$ cat config.mk
export PLATFORM = sky130hd
export DESIGN_NAME = button_command_gen_flat
export DESIGN_NICKNAME = d
export VERILOG_FILES = /design/src/rtl/button_command_gen_pkg.sv /design/src/rtl/button_command_gen_if.sv /design/src/rtl/button_command_gen_repeat_counter.sv /design/src/rtl/button_command_gen.sv /design/src/flat_wrapper.sv
export SDC_FILE = /design/constraint.sdc
export NUM_CORES = 1
export LEC_CHECK = 0
export CORE_ASPECT_RATIO = 0.6
export CORE_MARGIN = 2
export CORE_UTILIZATION = 45
export CTS_CLUSTER_SIZE = 16
export DETAILED_ROUTE_END_ITERATION = 12
export GPL_TIMING_DRIVEN = 0
export PLACE_DENSITY = 0.77
export SKIP_LAST_GASP = 1
export SYNTH_ARGS = -nofsm -noshare
export SYNTH_HDL_FRONTEND = slang
export SYNTH_SLANG_ARGS = --single-unit
$ cat constraint.sdc
create_clock -name clk -period 3.3 [get_ports clk]
set_clock_uncertainty 0.05 [all_clocks]
set_input_delay 0.495 -clock clk [delete_from_list [all_inputs] [get_ports clk]]
set_output_delay 0.495 -clock clk [all_outputs]
set_load 0.01 [all_outputs]
$ cat src/rtl/button_command_gen_pkg.sv
// button_command_gen_pkg: button indices, horizontal FSM states, command bundle and timing defaults
package button_command_gen_pkg;
    localparam int BTN_A      = 0;
    localparam int BTN_B      = 1;
    localparam int BTN_SELECT = 2;
    localparam int BTN_START  = 3;
    localparam int BTN_UP     = 4;
    localparam int BTN_DOWN   = 5;
    localparam int BTN_LEFT   = 6;
    localparam int BTN_RIGHT  = 7;
    localparam int DAS_DELAY_DEF   = 16;
    localparam int ARR_PERIOD_DEF  = 6;
    localparam int DROP_PERIOD_DEF = 2;
    typedef enum logic [2:0] {
        H_IDLE, H_DELAY_L, H_REPEAT_L, H_DELAY_R, H_REPEAT_R
    } h_state_e;
    typedef struct packed {
        logic pause_toggle;
        logic hard_drop;
        logic soft_drop;
        logic rotate_ccw;
        logic rotate_cw;
        logic move_right;
        logic move_left;
    } cmd_t;
    function automatic logic rose(input logic [7:0] now, input logic [7:0] prev, input int idx);
        return now[idx] & ~prev[idx];
    endfunction
endpackage

$ cat src/rtl/button_command_gen_if.sv
// button_command_gen_if: poll-frame input and command-pulse output bundle
interface button_command_gen_if;
    logic [7:0] btn_raw_n;
    logic       btn_valid;
    logic       game_active;
    logic       move_left;
    logic       move_right;
    logic       rotate_cw;
    logic       rotate_ccw;
    logic       soft_drop;
    logic       hard_drop;
    logic       pause_toggle;
    logic [7:0] buttons_held;
    modport master (
        output btn_raw_n, btn_valid, game_active,
        input  move_left, move_right, rotate_cw, rotate_ccw, soft_drop, hard_drop, pause_toggle, buttons_held
    );
    modport slave (
        input  btn_raw_n, btn_valid, game_active,
        output move_left, move_right, rotate_cw, rotate_ccw, soft_drop, hard_drop, pause_toggle, buttons_held
    );
endinterface

$ cat src/rtl/button_command_gen_repeat_counter.sv
// button_command_gen_repeat_counter: frame-driven down-counter that fires on 1 -> 0 and reloads
module button_command_gen_repeat_counter #(
    parameter int W = 4
) (
    input  logic         clk,
    input  logic         reset,
    input  logic         clear_i,
    input  logic         load_i,
    input  logic         dec_i,
    input  logic [W-1:0] load_val_i,
    input  logic [W-1:0] reload_val_i,
    output logic         fire_o
);
    logic [W-1:0] cnt_q, cnt_d;
    assign fire_o = dec_i & (cnt_q == W'(1));
    // A zero count stays parked: holding a button without a fresh press never fires
    always_comb
        cnt_d = clear_i ? '0 :
                load_i ? load_val_i :
                fire_o ? reload_val_i :
                (dec_i && cnt_q != '0) ? cnt_q - W'(1) : cnt_q;
    always_ff @(posedge clk or negedge reset)
        if (!reset) cnt_q <= '0;
        else        cnt_q <= cnt_d;
endmodule

$ cat src/rtl/button_command_gen.sv
// button_command_gen: turns NES poll frames into one-clk Tetris command pulses
// with edge detection, left/right DAS auto-repeat and soft-drop repeat.
module button_command_gen
    import button_command_gen_pkg::*;
#(
    parameter int DAS_DELAY   = DAS_DELAY_DEF,
    parameter int ARR_PERIOD  = ARR_PERIOD_DEF,
    parameter int DROP_PERIOD = DROP_PERIOD_DEF
) (
    input logic clk,
    input logic reset,
    button_command_gen_if.slave bus
);
    localparam int HW = $clog2(DAS_DELAY > ARR_PERIOD ? DAS_DELAY : ARR_PERIOD) + 1;
    localparam int DW = $clog2(DROP_PERIOD) + 1;
    logic [7:0] pressed, held_q, held_d;
    h_state_e   state_q, state_d;
    cmd_t       cmd_q, cmd_d;
    logic frame, eff_l, eff_r, eff_l_rise, eff_r_rise, in_l, in_r, up_rise, down_rise;
    logic h_load, h_dec, h_clear, h_fire, d_load, d_dec, d_clear, d_fire;
    assign pressed    = ~bus.btn_raw_n;
    assign frame      = bus.btn_valid & bus.game_active;
    assign eff_l      = pressed[BTN_LEFT] & ~pressed[BTN_RIGHT];
    assign eff_r      = pressed[BTN_RIGHT] & ~pressed[BTN_LEFT];
    assign eff_l_rise = eff_l & ~(held_q[BTN_LEFT] & ~held_q[BTN_RIGHT]);
    assign eff_r_rise = eff_r & ~(held_q[BTN_RIGHT] & ~held_q[BTN_LEFT]);
    assign in_l       = state_q inside {H_DELAY_L, H_REPEAT_L};
    assign in_r       = state_q inside {H_DELAY_R, H_REPEAT_R};
    assign up_rise    = rose(pressed, held_q, BTN_UP);
    assign down_rise  = rose(pressed, held_q, BTN_DOWN);
    assign h_load  = frame & (eff_l_rise | eff_r_rise);
    assign h_dec   = frame & ((eff_l & ~eff_l_rise & in_l) | (eff_r & ~eff_r_rise & in_r));
    assign h_clear = ~bus.game_active | (bus.btn_valid & ~h_load & ~h_dec);
    // Up and Down rising together is a hard drop; soft-drop repeat waits for a fresh Down press
    assign d_load  = frame & down_rise & ~up_rise;
    assign d_dec   = frame & pressed[BTN_DOWN] & ~down_rise;
    assign d_clear = ~bus.game_active | (bus.btn_valid & ~d_load & ~d_dec);
    button_command_gen_repeat_counter #(.W(HW)) u_h_cnt (
        .clk(clk), .reset(reset), .clear_i(h_clear), .load_i(h_load), .dec_i(h_dec),
        .load_val_i(HW'(DAS_DELAY)), .reload_val_i(HW'(ARR_PERIOD)), .fire_o(h_fire)
    );
    button_command_gen_repeat_counter #(.W(DW)) u_d_cnt (
        .clk(clk), .reset(reset), .clear_i(d_clear), .load_i(d_load), .dec_i(d_dec),
        .load_val_i(DW'(DROP_PERIOD)), .reload_val_i(DW'(DROP_PERIOD)), .fire_o(d_fire)
    );
    always_comb begin
        state_d = h_clear ? H_IDLE :
                  h_load ? (eff_l_rise ? H_DELAY_L : H_DELAY_R) :
                  h_fire ? (eff_l ? H_REPEAT_L : H_REPEAT_R) : state_q;
        held_d = bus.btn_valid ? pressed : held_q;
        cmd_d = '0;
        cmd_d.move_left    = (h_load & eff_l_rise) | (h_fire & eff_l);
        cmd_d.move_right   = (h_load & eff_r_rise) | (h_fire & eff_r);
        cmd_d.rotate_cw    = frame & rose(pressed, held_q, BTN_A);
        cmd_d.rotate_ccw   = frame & rose(pressed, held_q, BTN_B);
        cmd_d.soft_drop    = d_load | d_fire;
        cmd_d.hard_drop    = frame & up_rise;
        cmd_d.pause_toggle = bus.btn_valid & rose(pressed, held_q, BTN_START);
    end
    always_ff @(posedge clk or negedge reset)
        if (!reset) begin
            state_q <= H_IDLE;
            held_q  <= '0;
            cmd_q   <= '0;
        end else begin
            state_q <= state_d;
            held_q  <= held_d;
            cmd_q   <= cmd_d;
        end
    assign bus.move_left    = cmd_q.move_left;
    assign bus.move_right   = cmd_q.move_right;
    assign bus.rotate_cw    = cmd_q.rotate_cw;
    assign bus.rotate_ccw   = cmd_q.rotate_ccw;
    assign bus.soft_drop    = cmd_q.soft_drop;
    assign bus.hard_drop    = cmd_q.hard_drop;
    assign bus.pause_toggle = cmd_q.pause_toggle;
    assign bus.buttons_held = held_q;
endmodule

$ cat src/flat_wrapper.sv
// flat-port wrapper written by rule: the top's interface ports become plain ports
module button_command_gen_flat import button_command_gen_pkg::*;
#(
    parameter int DAS_DELAY   = DAS_DELAY_DEF,
    parameter int ARR_PERIOD  = ARR_PERIOD_DEF,
    parameter int DROP_PERIOD = DROP_PERIOD_DEF
)
  (clk, reset, bus_btn_raw_n, bus_btn_valid, bus_game_active, bus_move_left, bus_move_right, bus_rotate_cw, bus_rotate_ccw, bus_soft_drop, bus_hard_drop, bus_pause_toggle, bus_buttons_held);
  button_command_gen_if bus_i ();
  input logic clk;
  input logic reset;
  input wire logic [$bits(bus_i.btn_raw_n)-1:0] bus_btn_raw_n;
  input wire logic [$bits(bus_i.btn_valid)-1:0] bus_btn_valid;
  input wire logic [$bits(bus_i.game_active)-1:0] bus_game_active;
  output wire logic [$bits(bus_i.move_left)-1:0] bus_move_left;
  output wire logic [$bits(bus_i.move_right)-1:0] bus_move_right;
  output wire logic [$bits(bus_i.rotate_cw)-1:0] bus_rotate_cw;
  output wire logic [$bits(bus_i.rotate_ccw)-1:0] bus_rotate_ccw;
  output wire logic [$bits(bus_i.soft_drop)-1:0] bus_soft_drop;
  output wire logic [$bits(bus_i.hard_drop)-1:0] bus_hard_drop;
  output wire logic [$bits(bus_i.pause_toggle)-1:0] bus_pause_toggle;
  output wire logic [$bits(bus_i.buttons_held)-1:0] bus_buttons_held;
  assign bus_i.btn_raw_n = bus_btn_raw_n;
  assign bus_i.btn_valid = bus_btn_valid;
  assign bus_i.game_active = bus_game_active;
  assign bus_move_left = bus_i.move_left;
  assign bus_move_right = bus_i.move_right;
  assign bus_rotate_cw = bus_i.rotate_cw;
  assign bus_rotate_ccw = bus_i.rotate_ccw;
  assign bus_soft_drop = bus_i.soft_drop;
  assign bus_hard_drop = bus_i.hard_drop;
  assign bus_pause_toggle = bus_i.pause_toggle;
  assign bus_buttons_held = bus_i.buttons_held;
  button_command_gen #(.DAS_DELAY(DAS_DELAY), .ARR_PERIOD(ARR_PERIOD), .DROP_PERIOD(DROP_PERIOD)) u_core (.clk(clk), .reset(reset), .bus(bus_i));
endmodule
==> summary.txt, run 1 <==
Outcome
  – Status: finished, final reports clean

Yosys
  – Synthesized instance count: 130
  – Adder-cell area share of the yosys netlist: 4.970%
  – Xor/xnor share of the synthesized area: 1.392%
  – Synth Flop Type: dfrtp_1
  – Syn avg cell area: 9.682 sq um
  – Synth warn: 0
  – Synth Area in Simple Gates: 20.18%
  – Area of the mapped netlist: 1259 sq um
  – Mux cell area share after synthesis: 0%
  – Compound-Gate Fraction of Synth Area: 19.88%
  – Seq cells post-synth: 25
  – Synth unique cells: 33
  – Post-synthesis async set-or-reset flop share: 100.0%
  – Post-synth EDFFs: 0
  – Main combinational cell family by area after synthesis: simple AND/OR/NAND/NOR gates
  – Sequential share of the synthesized area: 49.70%
  – Post-synthesis net count: 147

STA
  – Setup TNS: 0 ns
  – Fin crit period: 2.525 ns
  – Final setup fails: 0
  – Final Cycle Share: 76.52%
  – Fmax: 396.0 MHz
  – RSZ-0062 raised after global routing: false
  – Fin. Hold Viols: 0
  – Slew @ Worst Pin: 1.077 ns
  – Slew HR: 27.97%
  – Final Max Slew Viols: 0

CTS
  – CTS Buffer Depth: 2
  – Number of CTS-inserted buffers: 3
  – Worst-path clk slew: 0.08 ns
  – Clk_lat worst skew: 0.27 ns
  – H-tree depth: 1
  – Post_cts resized: 0
  – # clock sinks: 25
  – Hold_buf cts: 0
  – Post-CTS Setup Inserts: 0
  – CTS tree: built
  – Clk root buf: clkbuf_8

Cells and area
  – Fillers: 201
  – Layout Nets: 177
  – Share of cells above drive strength 1: 5.031%
  – Most frequent cells in the layout: clkdlybuf4s50_1, dfrtp_1, nand2_1, o21ai_0, a21oi_1
  – ANT cells: 0
  – Synth-to-Final Area Change: 26.74%

Pwr
  – Sequential power share: 55.0%
  – Cell Pwr Density: 377.4 nW/um^2
  – Pleak: 0.6372 nW
  – Comb power frac: 15.3%
  – P_int: 449.7 uW
  – Power Total: 602.1 uW
  – Peak VDD IR: 0.2004 mV
  – NetSw: 152.4 uW
  – Switching part of the total: 25.31%
  – Clock power share: 29.7%

Die
  – FP Rows: 14
  – Area of the core: 2575 sq um
  – Initial Util: 48.88%
  – Die Ht: 44.97 um
  – Number of I/O pins: 27
  – Die width: 72.28 um
  – Die area: 3250 sq um

Placed design
  – IO Port Bufs: 25
  – GPL Wtd Cong: 0.8556
  – HPWL after detailed placement: 2.070 mm

GRT
  – Vias in the first global route: 1043
  – Initial antenna violation count: 0
  – First-pass GRT wire length: 4.761 mm
  – Largest net degree at the start of global routing: 26
  – GR Overflow Total: 0
  – All-layer global routing usage: 19.39%

Min path
  – Hold crit path type: flip-flop to flip-flop
  – HP Start: u_core.bus.buttons_held[3]

Routing
  – # DRC: 0
  – Avg WL per Cell: 14.37 um
  – WL final: 2.744 mm
  – Vias per cell: 5.607
  – Via count: 1071
  – Count of TritonRoute iterations in the first routing pass: 4
  – Antenna Nets Post-Route: 0
  – Initial DRC Count: 40

Critical path
  – Slowest stage cell, crit path: nor4_2
  – Highest net fanout along the worst path: 10
  – Buf/Inv on CP: 1
  – Critical path origin: bus_btn_raw_n[6]
  – Arr. time, crit path: 2.67 ns
  – Worst EP required: 3.44 ns
  – Critical Path, Cell by Cell: clkdlybuf4s50_1, nand2b_1, nor4_2, o21ai_4, or4_1, a21oi_1
  – CP Capture Type: flip-flop
  – Crit path max-delay family: simple AND/OR/NAND/NOR gates
  – Max incr delay on CP: 0.59 ns
  – Kind of critical path: input pin to flip-flop
  – R2R Path Start: u_core.bus.buttons_held[7]
  – Critical Path Start Type: input pin

Job
  – Total of max-cap violations: 0
[layout make-up]
cell class	instances	area, sq um	area share [%]
flip-flops and latches	25	625.6	39.22
clock inverters	1	5.005	0.3137
repair buffers	25	250.2	15.69
inverters	9	33.78	2.118
well taps	32	40.04	2.510
clock buffers	3	41.29	2.588
multi-input cells	92	584.3	36.63
plain buffers	4	15.01	0.9412
[state kept, by name, indices dropped and copies added (netlist names)]
name                     flops
u_core.bus.buttons_held      8
u_core.bus.move_right        1
u_core.u_h_cnt.cnt_q         5
u_core.bus.move_left         1
u_core.state_q               3
u_core.bus.rotate_ccw        1
u_core.bus.pause_toggle      1
u_core.bus.rotate_cw         1
u_core.bus.soft_drop         1
u_core.bus.hard_drop         1
u_core.u_d_cnt.cnt_q         2
[cells in the mapped netlist, drive strengths merged, types with 2 or more instances]
cell,count,area share (%)
and2,2,0.99
nand3,2,0.80
or3b,2,1.6
o22ai,3,1.5
nor3,7,2.8
a211oi,3,2.8
nand2,14,4.2
dfrtp,25,50
or3,2,0.99
nor2,6,1.8
a21oi,11,4.4
o41ai,2,1.4
ha,5,5.0
clkbuf,4,1.2
xnor2,2,1.4
o31ai,2,1.2
o21ai,13,6.1
nand2b,5,2.5
inv,9,2.7
[per-layer routing]
| layer | global-route usage, % | wire [um] | part of all wire [%] |
|---|---|---|---|
| met3 | 6.027 | 164 | 6.0 |
| met5 | 0 | 0 | 0 |
| met2 | 32.11 | 1234 | 45 |
| met4 | 4.906 | 12 | 0.44 |
| met1 | 25.29 | 1332 | 49 |
[stage by stage]
stage | worst slack, ns | util, % | instance area (sq um) | instances | hold WS [ns]
finish | 0.7747 | 61.95 | 1595 | 191 | 0.4044
global route | 0.7030 | 61.95 | 1595 | 191 | 0.4312
CTS | 0.7936 | 61.95 | 1595 | 191 | 0.4134
detailed placement | 0.4982 | 60.16 | 1549 | 187 | 0.4009
global placement | 0.6550 | 60.16 | 1549 | 187 | 0.3829
floorplan | 1.234 | - | 1259 | 130 | 0.1494
[power by group through the flow]
stage	Sequential (mW)	Combinational [mW]	Clock, mW
final	0.331	0.0922	0.179
after global routing	0.333	0.102	0.201
after CTS	0.331	0.0929	0.184
after detailed placement	0.337	0.0926	0
after global placement	0.336	0.0894	0
after floorplan	0.341	0.0350	0
[cell families after synthesis]
group / count (synthesis)
flops: 25
xor+xnor: 2
fa+ha+maj: 5
simple gates: 47
buf+inv: 13
compound gates: 38
[worst paths after layout]
check                                             end  slack, ns  depth (start not counted)
min in group asynchronous     u_core.u_d_cnt.cnt_q[0]       0.75                          1
setup reg to reg              u_core.u_h_cnt.cnt_q[3]       1.03                          5
hold reg to reg               u_core.bus.pause_toggle       0.40                          1
hold / removal                u_core.bus.pause_toggle       0.40                          1
max in group asynchronous  u_core.bus.buttons_held[5]       1.80                          1
setup / recovery              u_core.u_h_cnt.cnt_q[3]       0.77                          6
(Power assumes the default switching activity.)
==> inputs of run 2 (changes only) <==
PLACE_DENSITY = 0.8   (was 0.77)
clock period = 2.14 ns   (was 3.3 ns; I/O delays follow)
==> run 2 against run 1 <==
- sequential share of layout area fell by 1.6 points
- largest cell class unchanged
- design area up 4.4%
- die area stayed put
- worst setup slack got worse by 0.75 ns
- hold slack lost 0.030 ns
- wire length grew 0.69%
- combinational power rose by 63%
- power up 56%
==> summary.txt, run 2 (synthesized netlist as in run 1, its figures left out) <==
Critical path
  – Max incr delay on CP: 0.68 ns (+0.09 ns)
  – Crit path depth: 6 (unchanged)
  – Reg2reg setup slack: 0.05 ns (-0.98 ns)
  – Kind of critical path: input pin to flip-flop
  – CP Capture Type: flip-flop
  – Arr. time, crit path: 2.19 ns (-0.48 ns)
  – R2R Path Start: u_core.bus.buttons_held[7]
  – Worst EP required: 2.22 ns (-1.22 ns)
  – Crit path max-delay family: compound AO/OA/AOI/OAI gates
  – Critical Path Start Type: input pin
  – Reg2reg end: u_core.u_h_cnt.cnt_q[3]
  – Slowest stage cell, crit path: o41ai_1
  – R2R cell count: 5 (unchanged)
  – Highest net fanout along the worst path: 4 (-6)
  – Critical Path, Cell by Cell: clkdlybuf4s50_1, nand2b_1, a211oi_4, buf_4, o41ai_1, o22ai_1
  – Crit path to: u_core.state_q[2]
  – Buf/Inv on CP: 2 (+1)
  – Critical path origin: bus_btn_raw_n[7]

Placed design
  – HPWL after detailed placement: 1.985 mm (-4.1%)
  – Pre-CTS WS: -0.3816 ns (-0.8799 ns)
  – GPL Wtd Cong: 0.7565 (-12%)
  – IO Port Bufs: 25 (unchanged)
  – Placed cells: 187 (unchanged)

GRT
  – Initial antenna violation count: 0 (unchanged)
  – GR Overflow Total: 0 (unchanged)
  – First-pass GRT wire length: 4.574 mm (-3.9%)
  – Largest net degree at the start of global routing: 26 (unchanged)
  – Vias in the first global route: 1014 (-2.8%)
  – All-layer global routing usage: 18.91% (-0.47 points)

Die
  – Initial Util: 48.88% (unchanged)
  – Area of the core: 2575 sq um (unchanged)
  – FP Rows: 14 (unchanged)
  – Die area: 3250 sq um (unchanged)
  – Number of I/O pins: 27 (unchanged)
  – Die width: 72.28 um (unchanged)
  – Die Ht: 44.97 um (unchanged)

Cells and area
  – Largest register FFs: 8 (unchanged)
  – Share of cells above drive strength 1: 10.24% (+5.2 points)
  – Most frequent cells in the layout: clkdlybuf4s50_1, dfrtp_1, nand2_1, o21ai_0, a21oi_1
  – Layout Nets: 184 (+4.0%)
  – Finished Layout Cells: 198 (+3.7%)
  – Fillers: 212 (+5.5%)
  – Post-layout util: 64.67% (+2.7 points)
  – ANT cells: 0 (unchanged)
  – Commonest non-fill, non-tap cell in the layout: clkdlybuf4s50_1
  – Synth-to-Final Area Change: 32.31%

Outcome
  – Status: finished, final reports clean

Min path
  – Hold crit path type: input pin to flip-flop

Routing
  – WL final: 2.763 mm (+0.69%)
  – Via count: 1091 (+1.9%)
  – # DRC: 0 (unchanged)
  – Vias per cell: 5.510 (-1.7%)
  – Antenna Nets Post-Route: 0 (unchanged)
  – Count of TritonRoute iterations in the first routing pass: 4 (unchanged)
  – Initial DRC Count: 67 (+68%)
  – Avg WL per Cell: 13.95 um (-2.9%)

CTS
  – H-tree depth: 1 (unchanged)
  – # clock sinks: 25 (unchanged)
  – CTS Buffer Depth: 2 (unchanged)
  – Clk_lat worst skew: 0.27 ns (about the same)
  – CTS tree: built
  – Worst-path clk slew: 0.09 ns (about the same)
  – Clk root buf: clkbuf_8
  – Number of CTS-inserted buffers: 3 (unchanged)

STA
  – Slew HR: 25.92% (-2.0 points)
  – Final Max Slew Viols: 0 (unchanged)
  – Worst Setup Slack, final: 0.02469 ns (-0.7501 ns)
  – Fin. Hold Viols: 0 (unchanged)
  – WHS: 0.3745 ns (-0.02993 ns)
  – Slew @ Worst Pin: 1.108 ns (+0.03056 ns)
  – Fin crit period: 2.115 ns
  – Final setup fails: 0 (unchanged)
  – Fmax: 472.7 MHz
  – Final Cycle Share: 98.85%
  – RSZ-0062 raised after global routing: true

Job
  – Total of max-cap violations: 0 (unchanged)

Pwr
  – Peak VDD IR: 0.4244 mV (+110%)
  – Cell Pwr Density: 565.1 nW/um^2 (+50%)
  – Pleak: 0.6677 nW (+4.8%)
-- run 2: what timing repair did --
action,4_1_cts,5_1_grt
setup buffers,0,7
gates cloned,0,0
endpoints found under the setup margin,3,7
hold buffers,0,0
pin swaps,0,3
gates resized for setup,1,3
-- run 2: how the worst min path moves through the flow --
stage / start / cells after the start / endpoint / slack (ns)
4_1_cts: bus_btn_valid / 2 / u_core.bus.buttons_held[1] / 0.37
2_1_floorplan: reset / 0 / u_core.bus.buttons_held[0] / -0.02
5_1_grt: bus_btn_valid / 2 / u_core.bus.buttons_held[1] / 0.39
3_5_place_dp: u_core.bus.buttons_held[1] / 1 / u_core.bus.rotate_ccw / 0.41
6_report: bus_btn_valid / 2 / u_core.bus.buttons_held[1] / 0.37
3_3_place_gp: u_core.bus.buttons_held[3] / 1 / u_core.bus.pause_toggle / 0.38
-- run 2: power breakdown --
part | internal, mW | leakage, nW | switching [mW]
clock | 0.130 | 0.0255 | 0.150
sequential | 0.493 | 0.329 | 0.0174
combinational | 0.0753 | 0.313 | 0.0745
-- run 2: area by class of cell --
cell class / instances / area [sq um] / share of cell area [%]
Clock buffer: 3 / 41.29 / 2.479
Buffer: 4 / 15.01 / 0.9016
Timing Repair Buffer: 32 / 302.8 / 18.18
Clock inverter: 1 / 5.005 / 0.3005
Multi-Input combinational cell: 92 / 600.6 / 36.06
Tap cell: 32 / 40.04 / 2.404
Sequential cell: 25 / 626.9 / 37.64
Inverter: 9 / 33.78 / 2.029
-- run 2: routing by layer --
| layer | up-vias | track usage [%] | routed length (um) |
|---|---|---|---|
| li1 | 526 | - | - |
| met1 | 526 | 24.61 | 1259 |
| met2 | 33 | 30.09 | 1287 |
| met3 | 6 | 5.804 | 171 |
| met4 | 0 | 7.547 | 44 |
| met5 | - | 0 | 0 |
-- run 2: worst register-to-register path: cells and delay by family (launching register included) --
family / cells / cell delay (ns)
AO/OA/AOI/OAI: 2 / 0.27
flip-flops: 1 / 0.46
AND/OR/NAND/NOR: 3 / 1.25
-- run 2: per-stage QoR --
step,total power [mW],area [sq um],setup TNS (ns)
after CTS,0.9419,1604,0
final,0.9412,1665,0
after floorplan,0.5797,1259,0
after detailed placement,0.6612,1549,-2.661
after global routing,0.9848,1665,-0.1861
after global placement,0.6557,1549,-2.138
==> inputs of run 3 (changes only) <==
--- a/config.mk
+++ b/config.mk
@@ -11,8 +11,10 @@
 export CTS_CLUSTER_SIZE = 16
 export DETAILED_ROUTE_END_ITERATION = 12
+export DONT_BUFFER_PORTS = 1
 export GPL_TIMING_DRIVEN = 0
-export PLACE_DENSITY = 0.8
+export PLACE_DENSITY = 0.67
 export SKIP_LAST_GASP = 1
 export SYNTH_ARGS = -nofsm -noshare
 export SYNTH_HDL_FRONTEND = slang
+export SYNTH_HIERARCHICAL = 1
 export SYNTH_SLANG_ARGS = --single-unit
==> constraint.sdc (replaced) <==
create_clock -name clk -period 2.14 [get_ports clk]
set_clock_uncertainty 0.05 [all_clocks]
set_input_delay 0.642 -clock clk [delete_from_list [all_inputs] [get_ports clk]]
set_output_delay 0.642 -clock clk [all_outputs]
set_load 0.01 [all_outputs]
==> run 3 against run 2 <==
- first-iteration DRC count up 130%
- utilization down 9.7 points
- synthesized cell count up 21%
- clock power about the same
- fmax down 0.21%
- combinational power down 3%
- via count up 15%
- critical path type is now flip-flop to flip-flop
- largest power group unchanged
==> summary.txt, run 3 <==
Yosys
  – Synth top area cells: dfrtp_1, ha_1, nor2_1
  – Top cells by count, synth: dfrtp_1, nor2_1, inv_1
  – Seq cells post-synth: 25 (unchanged)
  – Post-synthesis async set-or-reset flop share: 100.0% (unchanged)
  – Synth unique cells: 49 (+48%)
  – Top-count cell post-synth: dfrtp_1
  – Sequential share of the synthesized area: 40.72% (-9.0 points)
  – Synth warn: 6 (+6)
  – Area of the mapped netlist: 1536 sq um (+22%)
  – Syn avg cell area: 9.786 sq um (+1.1%)
  – Post-synth EDFFs: 0 (unchanged)
  – Synthesized instance count: 157 (+21%)
  – Post-synth top area cell: dfrtp_1
  – Synth top area share: 40.72% (-9.0 points)
  – Synth Flop Type: dfrtp_1

Pwr
  – Pleak: 0.7903 nW (+18%)
  – Peak VDD IR: 0.3421 mV (-19%)
  – Cell Pwr Density: 535.1 nW/um^2 (-5.3%)

Cells and area
  – Finished Layout Cells: 227 (+15%)
  – Fillers: 294 (+39%)
  – Largest register FFs: 8 (unchanged)
  – Most frequent cells in the layout: dfrtp_1, conb_1, nor2_1, inv_1, nand2_1
  – Synth-to-Final Area Change: 16.69%
  – Commonest non-fill, non-tap cell in the layout: dfrtp_1
  – ANT cells: 0 (unchanged)
  – Layout Nets: 200 (+8.7%)
  – Share of cells above drive strength 1: 24.18% (+14 points)

Routing
  – WL final: 3.362 mm (+22%)
  – Count of TritonRoute iterations in the first routing pass: 4 (unchanged)
  – Via count: 1252 (+15%)
  – Vias per cell: 5.515 (about the same)
  – # DRC: 0 (unchanged)
  – Antenna Nets Post-Route: 0 (unchanged)
  – Initial DRC Count: 153 (+130%)
  – Avg WL per Cell: 14.81 um (+6.1%)

STA
  – Final Max Slew Viols: 0 (unchanged)
  – Final Cycle Share: 99.05% (+0.20 points)
  – Fin crit period: 2.120 ns (+0.004357 ns)
  – Worst Setup Slack, final: 0.02033 ns (-0.004357 ns)
  – RSZ-0062 raised after global routing: true
  – Final setup fails: 0 (unchanged)
  – Setup TNS: 0 ns (unchanged)
  – Fin. Hold Viols: 0 (unchanged)
  – Fmax: 471.8 MHz (-0.21%)

Die
  – Die Ht: 49.26 um (+9.6%)
  – Die width: 79.44 um (+9.9%)
  – Initial Util: 47.09% (-1.8 points)
  – Number of I/O pins: 27 (unchanged)
  – FP Rows: 16 (+2)
  – Die area: 3913 sq um (+20%)
  – Area of the core: 3263 sq um (+27%)

Job
  – Total of max-cap violations: 0 (unchanged)

Critical path
  – Worst EP required: 2.22 ns (about the same)
  – Buf/Inv on CP: 0 (-2)
  – Kind of critical path: flip-flop to flip-flop
  – Critical Path Start Type: flip-flop
  – Crit path max-delay family: simple AND/OR/NAND/NOR gates
  – Slowest stage cell, crit path: dfrtp_2
  – CP Capture Type: flip-flop
  – Critical Path, Cell by Cell: and4bb_1, a22oi_2, o21a_1, nor2_4, nand2_4, mux2_2, o211ai_1, a221oi_1
  – Max incr delay on CP: 0.47 ns (-0.21 ns)
  – Highest net fanout along the worst path: 8 (+4)
  – Arr. time, crit path: 2.20 ns (about the same)

CTS
  – CTS Buffer Depth: 2 (unchanged)
  – Clk root buf: clkbuf_8
  – Clk_lat worst skew: 0.27 ns (about the same)
  – CTS tree: built
  – H-tree depth: 1 (unchanged)
  – Number of CTS-inserted buffers: 3 (unchanged)
  – Worst-path clk slew: 0.09 ns (about the same)
  – # clock sinks: 25 (unchanged)

Placed design
  – IO Port Bufs: 0 (-100%)
  – GPL Wtd Cong: 0.9019 (+19%)
  – Placed cells: 215 (+15%)
  – Pre-CTS WS: -0.1872 ns (+0.1944 ns)
  – HPWL after detailed placement: 2.546 mm (+28%)

GRT
  – GR Overflow Total: 0 (unchanged)
  – First-pass GRT wire length: 5.740 mm (+25%)
  – All-layer global routing usage: 18.99% (+0.076 points)
  – Initial antenna violation count: 0 (unchanged)
  – Vias in the first global route: 1188 (+17%)
  – Largest net degree at the start of global routing: 26 (unchanged)

Min path
  – Hold crit path type: input pin to async pin

Outcome
  – Status: finished, final reports clean
==> run 3: layout make-up <==
| cell class | instances | area (sq um) | area share (%) |
|---|---|---|---|
| inverter | 14 | 52.55 | 2.931 |
| tap | 45 | 56.30 | 3.140 |
| multi-input combinational | 126 | 890.9 | 49.69 |
| buffer | 5 | 43.79 | 2.442 |
| clock buffer | 3 | 41.29 | 2.303 |
| sequential | 25 | 628.1 | 35.03 |
| clock inverter | 1 | 7.507 | 0.4187 |
| timing repair buffer | 8 | 72.57 | 4.047 |
==> run 3: metal layers <==
metal	share of wire (%)	wire length, um	vias up	GRT usage [%]
met4	0.57	19	0	2.586
li1	-	-	596	-
met2	47	1595	29	30.67
met1	46	1541	622	25.58
met3	6.1	206	5	6.111
met5	0	0	-	0
==> run 3: cells by family (layout without fill, tap and decap cells) <==
group	after synthesis	after routing	synth area share [%]
compound gates	45	45	23.78
xor+xnor	3	3	1.710
mux	5	5	3.420
other cells	2	15	0.4888
fa+ha+maj	5	5	4.072
flops	25	25	40.72
buf+inv	19	31	6.270
simple gates	53	53	19.54
==> run 3: power breakdown <==
part / switching (mW) / internal, mW / leakage, nW / total, mW
Combinational: 0.0837 / 0.0619 / 0.442 / 0.146
Clock: 0.151 / 0.132 / 0.0217 / 0.283
Sequential: 0.0348 / 0.496 / 0.327 / 0.531
Total: 0.269 / 0.690 / 0.790 / 0.959
==> run 3: repair_timing <==
| action | in CTS | in global routing |
|---|---|---|
| gates cloned | 0 | 0 |
| pin swaps | 0 | 8 |
| resized for setup | 5 | 4 |
| hold buffers | 1 | 0 |
| buffers inserted | 0 | 7 |
| hold endpoints to repair | 25 | 0 |
| setup endpoints to repair | 4 | 8 |
==> run 3: through the flow <==
step | power [mW] | hold WS (ns) | util, % | instance area [sq um]
after floorplan | 0.6413 | 0.2964 | - | 1590
after global placement | 0.6611 | 0.2971 | 50.46 | 1647
after detailed placement | 0.6683 | 0.2970 | 50.46 | 1647
after CTS | 0.9722 | 0.1243 | 52.99 | 1729
after global routing | 1.019 | 0.1198 | 54.95 | 1793
final | 0.9594 | 0.1273 | 54.95 | 1793
==> run 3: final timing paths <==
path,cells past startpoint,slack (ns),endpoint,from
worst max-delay path,8,0.02,u_core/u_h_cnt/cnt_q[4],u_core/bus.buttons_held[6]
worst min-delay path,1,0.13,u_core/u_h_cnt/cnt_q[3],reset
worst max register to register,8,0.02,u_core/u_h_cnt/cnt_q[4],u_core/bus.buttons_held[6]
worst min register to register,1,0.48,u_core/bus.rotate_ccw,u_core/bus.buttons_held[1]
max in group asynchronous,1,1.76,u_core/bus.buttons_held[7],reset
min in group clk,1,0.38,u_core/bus.rotate_ccw,bus_btn_raw_n[1]
